## src/rtl/stream_rr_arbiter.sv

```systemverilog
// stream_rr_arbiter: round-robin, burst-granular arbiter sharing one ready/valid sink among NUM_REQ requesters
//   clk, rst          : single clock, synchronous active-high reset
//   req_valid/data/last: per-requester stream inputs (slice i = requester i)
//   req_ready         : per-requester ready, at most one bit set
//   stream_in_*       : shared stream towards the datapath
//   grant_id, busy    : current/last granted requester, high while a grant is held
module stream_rr_arbiter #(
    parameter  int NUM_REQ    = 4,
    parameter  int DATA_WIDTH = 8,
    parameter  int MAX_BURST  = 4,
    localparam int GW         = ($clog2(NUM_REQ) > 1) ? $clog2(NUM_REQ) : 1,
    localparam int CW         = $clog2(MAX_BURST + 1)
) (
    input  logic                          clk,
    input  logic                          rst,
    input  logic [NUM_REQ-1:0]            req_valid,
    input  logic [NUM_REQ*DATA_WIDTH-1:0] req_data,
    input  logic [NUM_REQ-1:0]            req_last,
    output logic [NUM_REQ-1:0]            req_ready,
    output logic                          stream_in_valid,
    output logic [DATA_WIDTH-1:0]         stream_in_data,
    input  logic                          stream_in_ready,
    output logic [GW-1:0]                 grant_id,
    output logic                          busy
);
    typedef enum logic {IDLE, GRANT} state_t;
    state_t        state_q, state_d;
    logic [GW-1:0] grant_q, grant_d, last_q, last_d, pick;
    logic [CW-1:0] cnt_q, cnt_d;
    logic          in_grant, xfer, done;
    assign in_grant        = (state_q == GRANT) && !rst;
    assign busy            = in_grant;
    assign grant_id        = grant_q;
    assign stream_in_valid = in_grant && req_valid[grant_q];
    assign stream_in_data  = req_data[grant_q*DATA_WIDTH +: DATA_WIDTH];
    assign req_ready       = in_grant ? (NUM_REQ'(stream_in_ready) << grant_q) : '0;
    assign xfer            = stream_in_valid && stream_in_ready;
    assign done            = req_last[grant_q] || (cnt_q == CW'(MAX_BURST - 1));
    // Scan from the lowest priority offset upward so the closest set bit after last_q wins.
    always_comb begin
        pick = last_q;
        for (int i = NUM_REQ; i >= 1; i--)
            if (req_valid[(int'(last_q) + i) % NUM_REQ])
                pick = GW'((int'(last_q) + i) % NUM_REQ);
    end
    always_comb begin
        state_d = state_q;
        grant_d = grant_q;
        last_d  = last_q;
        cnt_d   = cnt_q;
        if (state_q == IDLE) begin
            if (|req_valid) begin
                state_d = GRANT;
                grant_d = pick;
                cnt_d   = '0;
            end
        end else if (!req_valid[grant_q] || (xfer && done)) begin
            state_d = IDLE;
            last_d  = grant_q;
            cnt_d   = xfer ? cnt_q + CW'(1) : cnt_q;
        end else if (xfer) begin
            cnt_d = cnt_q + CW'(1);
        end
    end
    always_ff @(posedge clk) begin
        if (rst) begin
            state_q <= IDLE;
            grant_q <= '0;
            last_q  <= GW'(NUM_REQ - 1);
            cnt_q   <= '0;
        end else begin
            state_q <= state_d;
            grant_q <= grant_d;
            last_q  <= last_d;
            cnt_q   <= cnt_d;
        end
    end
endmodule

```

## config.mk

```make
export PLATFORM = sky130hd
export DESIGN_NAME = stream_rr_arbiter
export DESIGN_NICKNAME = d
export VERILOG_FILES = /design/src/rtl/stream_rr_arbiter.sv
export SDC_FILE = /design/constraint.sdc
export NUM_CORES = 1
export LEC_CHECK = 0
export BUFFER_PORTS_ARGS = -buffer_cell sky130_fd_sc_hd__buf_2
export CORE_UTILIZATION = 41
export CTS_CLUSTER_SIZE = 40
export DETAILED_ROUTE_END_ITERATION = 7
export PLACE_DENSITY = 0.87
export REMOVE_ABC_BUFFERS = 1
export SYNTH_ARGS = -nofsm -noshare
export SYNTH_HDL_FRONTEND = slang
export SYNTH_SLANG_ARGS = --single-unit
```

## constraint.sdc

```tcl
create_clock -name clk -period 3.1 [get_ports clk]
set_input_delay 0.155 -clock clk [delete_from_list [all_inputs] [get_ports clk]]
set_output_delay 0.155 -clock clk [all_outputs]
set_load 0.02 [all_outputs]
```

Word level (Yosys, flattened, before mapping). Cells that the tools add are included. W data, S select, Z words.

Flip-flop bits (word level): 8. Bits of input ports: 43. Output and inout port bits: 16. Logic and storage cells: 67.

Add/subtract/negate cells: 5. $lt $le $gt $ge: 5. Equality and inequality tests: 2. Shift-type cells: 2. Muxes and demuxes: 27. Bitwise gates (word level): 5. Reductions and logical operators: 17.

Operators by type and width (number): $shiftx A32 B6 Y8 (1); $lt A3 B4 Y1 const B (4); $mux W1 (13); $bmux W1 S2 (6); $mux W3 (3); $mux W2 (4); $reduce_or A2 Y1 (4); $reduce_and A2 Y1 (3); $add A2 B1 Y2 const B (2); $add A2 B2 Y2 const B (2); $and A1 B1 Y1 const A (4); $logic_and A1 B1 Y1 (4); $mux W4 (1); $reduce_or A4 Y1 (1); $shl A1 B2 Y4 (1); $add A3 B1 Y3 const B (1); $eq A3 B2 Y1 const B (1); $lt A2 B3 Y1 const B (1); $logic_not A1 Y1 (2); $logic_or A1 B1 Y1 (2); $ne A2 B1 Y1 const B (1); $reduce_bool A2 Y1 (1); $not A1 Y1 (1).

Longest topological paths before layout.
Depth in word-level cells: 10. Gate-level depth with buffers: 6. Depth with buffers taken out: 5.

Worst setup path after synthesis. No wires, ideal clock.

Path type: register to register. Start: register grant_q[1], in the netlist grant_id[1]. End: register last_q[1]. Setup time: 120 ps. Arrival time: 1628 ps. Data required time: 2980 ps. Slack: 1352 ps. Cell stages (with the launch flop): 4. Path buffers: 0. Clock period less this slack: 1748 ps. Path through: dfxtp_1 > mux4_2 > o22a_1 > a211o_1.

Cells in the longest elaborated chain, start to end: 7. Elaborated cells on any way between the ends: 11. Those cells by class: mux: 4; reduce/logical: 7.

RTL lines: from (decl) (line 28) `logic [GW-1:0] grant_q, grant_d, last_q, last_d, pick;`; from (signal assigned) (line 73) `grant_q <= grant_d;`; $bmux W1 S2 (line 34, 57); $mux W1 (not written as such) (line 34, 57); $logic_and A1 B1 Y1 (line 34) `assign stream_in_valid = in_grant && req_valid[grant_q];`; $logic_and A1 B1 Y1 (line 37) `assign xfer = stream_in_valid && stream_in_ready;`; $logic_and A1 B1 Y1 (line 57) `end else if (!req_valid[grant_q] || (xfer && done)) begin`; $logic_or A1 B1 Y1 (line 57); $reduce_and A2 Y1 (no line); to (signal assigned) (line 69) `last_q <= GW'(NUM_REQ - 1);`; to (signal assigned) (line 74) `last_q <= last_d;`; to (decl) (line 28).

Parallel ways exist; a longest one is shown, timed or not. The select of a mux whose other input is x is not followed. A chain may end at the register's enable or synchronous reset.

Worst setup path in the final report.
Start: register grant_q[1], in the netlist grant_id[1]. End: output port stream_in_valid.

Cells in the longest elaborated chain, start to end: 3.

RTL lines: $bmux W1 S2 (line 34); $mux W1 (not written as such) (line 34); $logic_and A1 B1 Y1 (line 34); to (decl) (line 20) `output logic stream_in_valid,`.

No other way between the ends. The select of a mux whose other input is x is not followed.

==> results.md <==
Finish:
- The layout cell share with drive strength beyond 1 is around three fifths.
- Registers take roughly 160 µm².
- The multi-input combinational cells in the finished layout cover a total of approximately 520 µm².
- The most common cell after layout, fill and taps aside is sky130_fd_sc_hd__buf_2.
- The library cells used most frequently in the layout, excluding fill and tap cells, are 58 x sky130_fd_sc_hd__buf_2, 9 x sky130_fd_sc_hd__mux4_2, 8 x sky130_fd_sc_hd__dfxtp_1, 7 x sky130_fd_sc_hd__nor2_1, 7 x sky130_fd_sc_hd__a21oi_1.
- After filler insertion, the fill cell instance count of the layout stands at ~130.
- The number of nets at the end of the flow is 180.
- The non-filler instance count after layout is ~150.
- Relative to the synthesized area, the layout overhead comes to 44.3%.
- The number of antenna cells inserted is 0.

Floorplanning:
- The core area is roughly 1600 µm².
- Once the floorplan was initialized, standard cells occupied 45.6% of the core.
- The initialized floorplan defines 14 standard-cell rows.
- The number of primary I/O pins is 59.
- The die area is slightly below 2000 µm².
- The horizontal die dimension is between 40 and 50 µm.
- The vertical extent of the die is 43.9 µm.

Route:
- The pre-antenna-repair detailed-routing pass consisted of 7 iterations.
- Summed over all layers, the routed wires come to between 2 and 2.5 mm.
- The via count is 843.
- For this block, the initial DRC count from the detailed router was 31.
- The count of unresolved DRC violations after routing is 8.
- The routed via count divided by cell count is 5.66.
- The post-route antenna net violation count is 0.
- The average detailed-routed wire length per instance is between 10 and 15 µm.

Place:
- The placed cell count is 146.
- The congestion estimate from routability-driven global placement came to slightly above 0.8.
- Port buffering added 58 buffers.
- The placed wire-length estimate after detailed placement is about 1.7 mm.

Power:
- Per report_power, the clock group accounts for 20.7% of the total.
- The switching fraction of total power is 37.2%.
- The cell-internal power is between 200 and 300 µW.
- The analysis attributes to net switching a power of 149 µW.
- IR analysis of the VDD net gives a maximum drop of ~0.00023 V.
- The static leakage power is 0.488 nW.
- Of the total power, combinational logic draws 46.8%.
- Of the total power, registers draw approximately 33%.
- The cell area power density is 387 nW/µm².

Critical path:
- The worst setup path is of the reg2out kind.
- The critical path capture point type is an output pin.
- The worst setup path is launched from a register.
- On the critical path, the stage with the largest delay is an instance of sky130_fd_sc_hd__dfxtp_1.
- The maximum cell stage delay along the critical path is a little under 700 ps.
- The signal on the critical path passes through mux4_2 > and2_1 > buf_2.
- The setup check on the worst reg-to-reg path leaves a slack of around 1100 ps.
- The count of buffering cells on the critical path with inverters included is 1.
- The peak fanout along the critical path is 15.
- In this run the worst setup path begins at grant_id[1].
- The worst path arrival time is about 1900 ps.
- The cell family contributing the most delay on the critical path is flip-flops.
- STA puts the critical path data required time at ~2900 ps.
- The worst register-to-register path begins at grant_id[1].

Status:
- The final reports fail on design-rule violations.
- The run finished, with violations left.

Timing:
- The hold violation total from the final report is 0.
- The tightest slew margin relative to the limit is between 60% and 70%.
- Setup violations remaining at the end of the flow were counted as 0.
- On the final layout, the worst clock skew is around 4.7 ps.
- The maximum operating frequency is 482 MHz.
- Setup repair after global routing left no endpoint under its margin.
- Setup total negative slack on the finished layout was measured at 0 ps.
- The worst path uses approximately 67% of the clock period.
- The shortest period the worst path allows is 2080 ps.
- The number of slew-limit violations in the final report is 0.
- The pin slew with the least headroom to its limit is approximately 570 ps.

Synth:
- The Yosys step of the flow raised 0 warnings.
- The area share of the leading cell type in the synthesized netlist is about 28%.
- The synthesized netlist devotes 14.5% of its cell area to compound gates.
- The register bit total from synthesis is 8.
- Yosys mapped the design onto 28 distinct sky130hd cell types.
- In the post-synthesis netlist, the biggest area contributors are sky130_fd_sc_hd__mux4_2 28%, sky130_fd_sc_hd__dfxtp_1 22%, sky130_fd_sc_hd__a21oi_1 4.9%.
- Measured against the total synthesized area, the mux share comes to 32.8%.
- The share of flip-flops with an asynchronous set or reset after synthesis is 0%.
- The post-synthesis instance area is just over 700 µm².
- The post-synthesis simple-gate area fraction is 21.8%.
- By area, the combinational part of the netlist is dominated by multiplexers.
- sky130_fd_sc_hd__mux4_2 takes more of the synthesized area than any other cell.
- The cell count after synthesis is 76.
- After synthesis, flip-flops and latches occupy about 22% of the total area.
- The number of enable flip-flop cells after synthesis is 0.
- The synthesized area divided by synthesized cell count is 9.45 µm².
- In the synthesized netlist the dominant register cell turns out to be sky130_fd_sc_hd__dfxtp_1.
- The xor and xnor fraction of the mapped netlist area is 0%.
- The synthesized-area fraction occupied by adder cells is approximately 3.5%.

CTS:
- The number of sinks on the clock net is 8.
- The maximum clock insertion buffer count is 2.
- The register clock-pin slew on the reported worst setup and hold paths is roughly 60 ps.
- The total of hold buffers inserted after clock tree synthesis is 0.
- In this run the number of H-tree levels came out at 1.
- The clock insertion delay at the later pin of the skew report is ~260 ps.
- TritonCTS built the clock tree.
- The TritonCTS buffer count is 3.
- Gates resized during post-CTS repair numbered 0.
- The number of post-CTS setup repair buffers is 0.
- The root buffer cell chosen for the clock tree is sky130_fd_sc_hd__clkbuf_4.

Global routing:
- The total grt overflow is 0.
- For met3 alone, demand over resource in global routing was between 9 and 10%.
- Global routing consumed, on the met1 layer, 18.7% of the routing resources.
- Entering global routing, the biggest net connects 16 pins.
- met2 is the most crowded layer.
- The first-pass GRT wire length is 3.08 mm.
- The via count of the first global-routing pass is 792.
- The number of antenna violations at the first check in global routing is 0.
- For this run, global-route usage on met2 was measured as between 40 and 50%.
- The total track usage is 21.9%.

Hold path:
- The tightest min-delay check is of the in2reg type.
- The launch point of the worst hold path is rst.

Run:
- The tool flagged a number of max-cap violations equal to 0.
kinds of logic (layout without fill, tap and decap cells):
family	count (synthesis)	after routing
simple gates	29	29
compound gates	16	16
mux	12	12
buf+inv	9	66
flops	8	8
fa+ha+maj	2	2
per-stage QoR:
stage | hold slack [ps] | cell area, µm² | total power, mW | setup WS, ps | utilization (%)
2_1_floorplan | 224 | 696 | 0.250 | 1140 | -
3_3_place_gp | 454 | 1010 | 0.316 | 1160 | 64.3
3_5_place_dp | 456 | 1010 | 0.320 | 1120 | 64.3
4_1_cts | 188 | 1040 | 0.403 | 1020 | 65.7
5_1_grt | 191 | 1040 | 0.424 | 926 | 65.7
6_report | 180 | 1040 | 0.401 | 1020 | 65.7
metal layers:
layer / routed length, µm / up-vias
li1: - / 405
met1: 656 / 391
met2: 1130 / 43
met3: 269 / 4
met4: 26 / 0
met5: 0 / -
sequential cells by signal (all words and copies together), names as in the netlist:
signal    count
state_q       1
grant_id      2
cnt_q         3
last_q        2
synth_stat cells (all sizes together), types with 3 or more instances:
cell / n
a21oi: 7
buf: 3
dfxtp: 8
inv: 4
mux4: 9
nand2b: 3
nand3: 5
nor2: 7
or2: 4
final cells by class:
class | instances | share of cell area, %
Clock buffer | 3 | 2.17
Inverter | 4 | 1.45
Multi-Input combinational cell | 59 | 50.2
Sequential cell | 8 | 15.5
Tap cell | 16 | 1.93
Timing Repair Buffer | 59 | 28.7
final timing paths:
kind	to	cells past startpoint
setup reg to reg	last_q[1]	3
setup / recovery	stream_in_valid	3
hold reg to reg	cnt_q[2]	2
hold / removal	grant_id[1]	2
power groups by stage:
stage          Clock [mW]  Combinational [mW]  Sequential, mW
2_1_floorplan           0               0.111           0.139
3_5_place_dp            0               0.188           0.132
5_1_grt            0.0893               0.203           0.132
6_report           0.0827               0.188           0.130
3_3_place_gp            0               0.185           0.131
4_1_cts            0.0831               0.189           0.130
worst register-to-register path: cells and delay by family (launching register included):
kind               cells  cell delay [ps]
AOI/OAI and AO/OA      2              560
DFF                    1              680
muxes                  1              650
No activity file was read; power rests on OpenSTA's default activity.
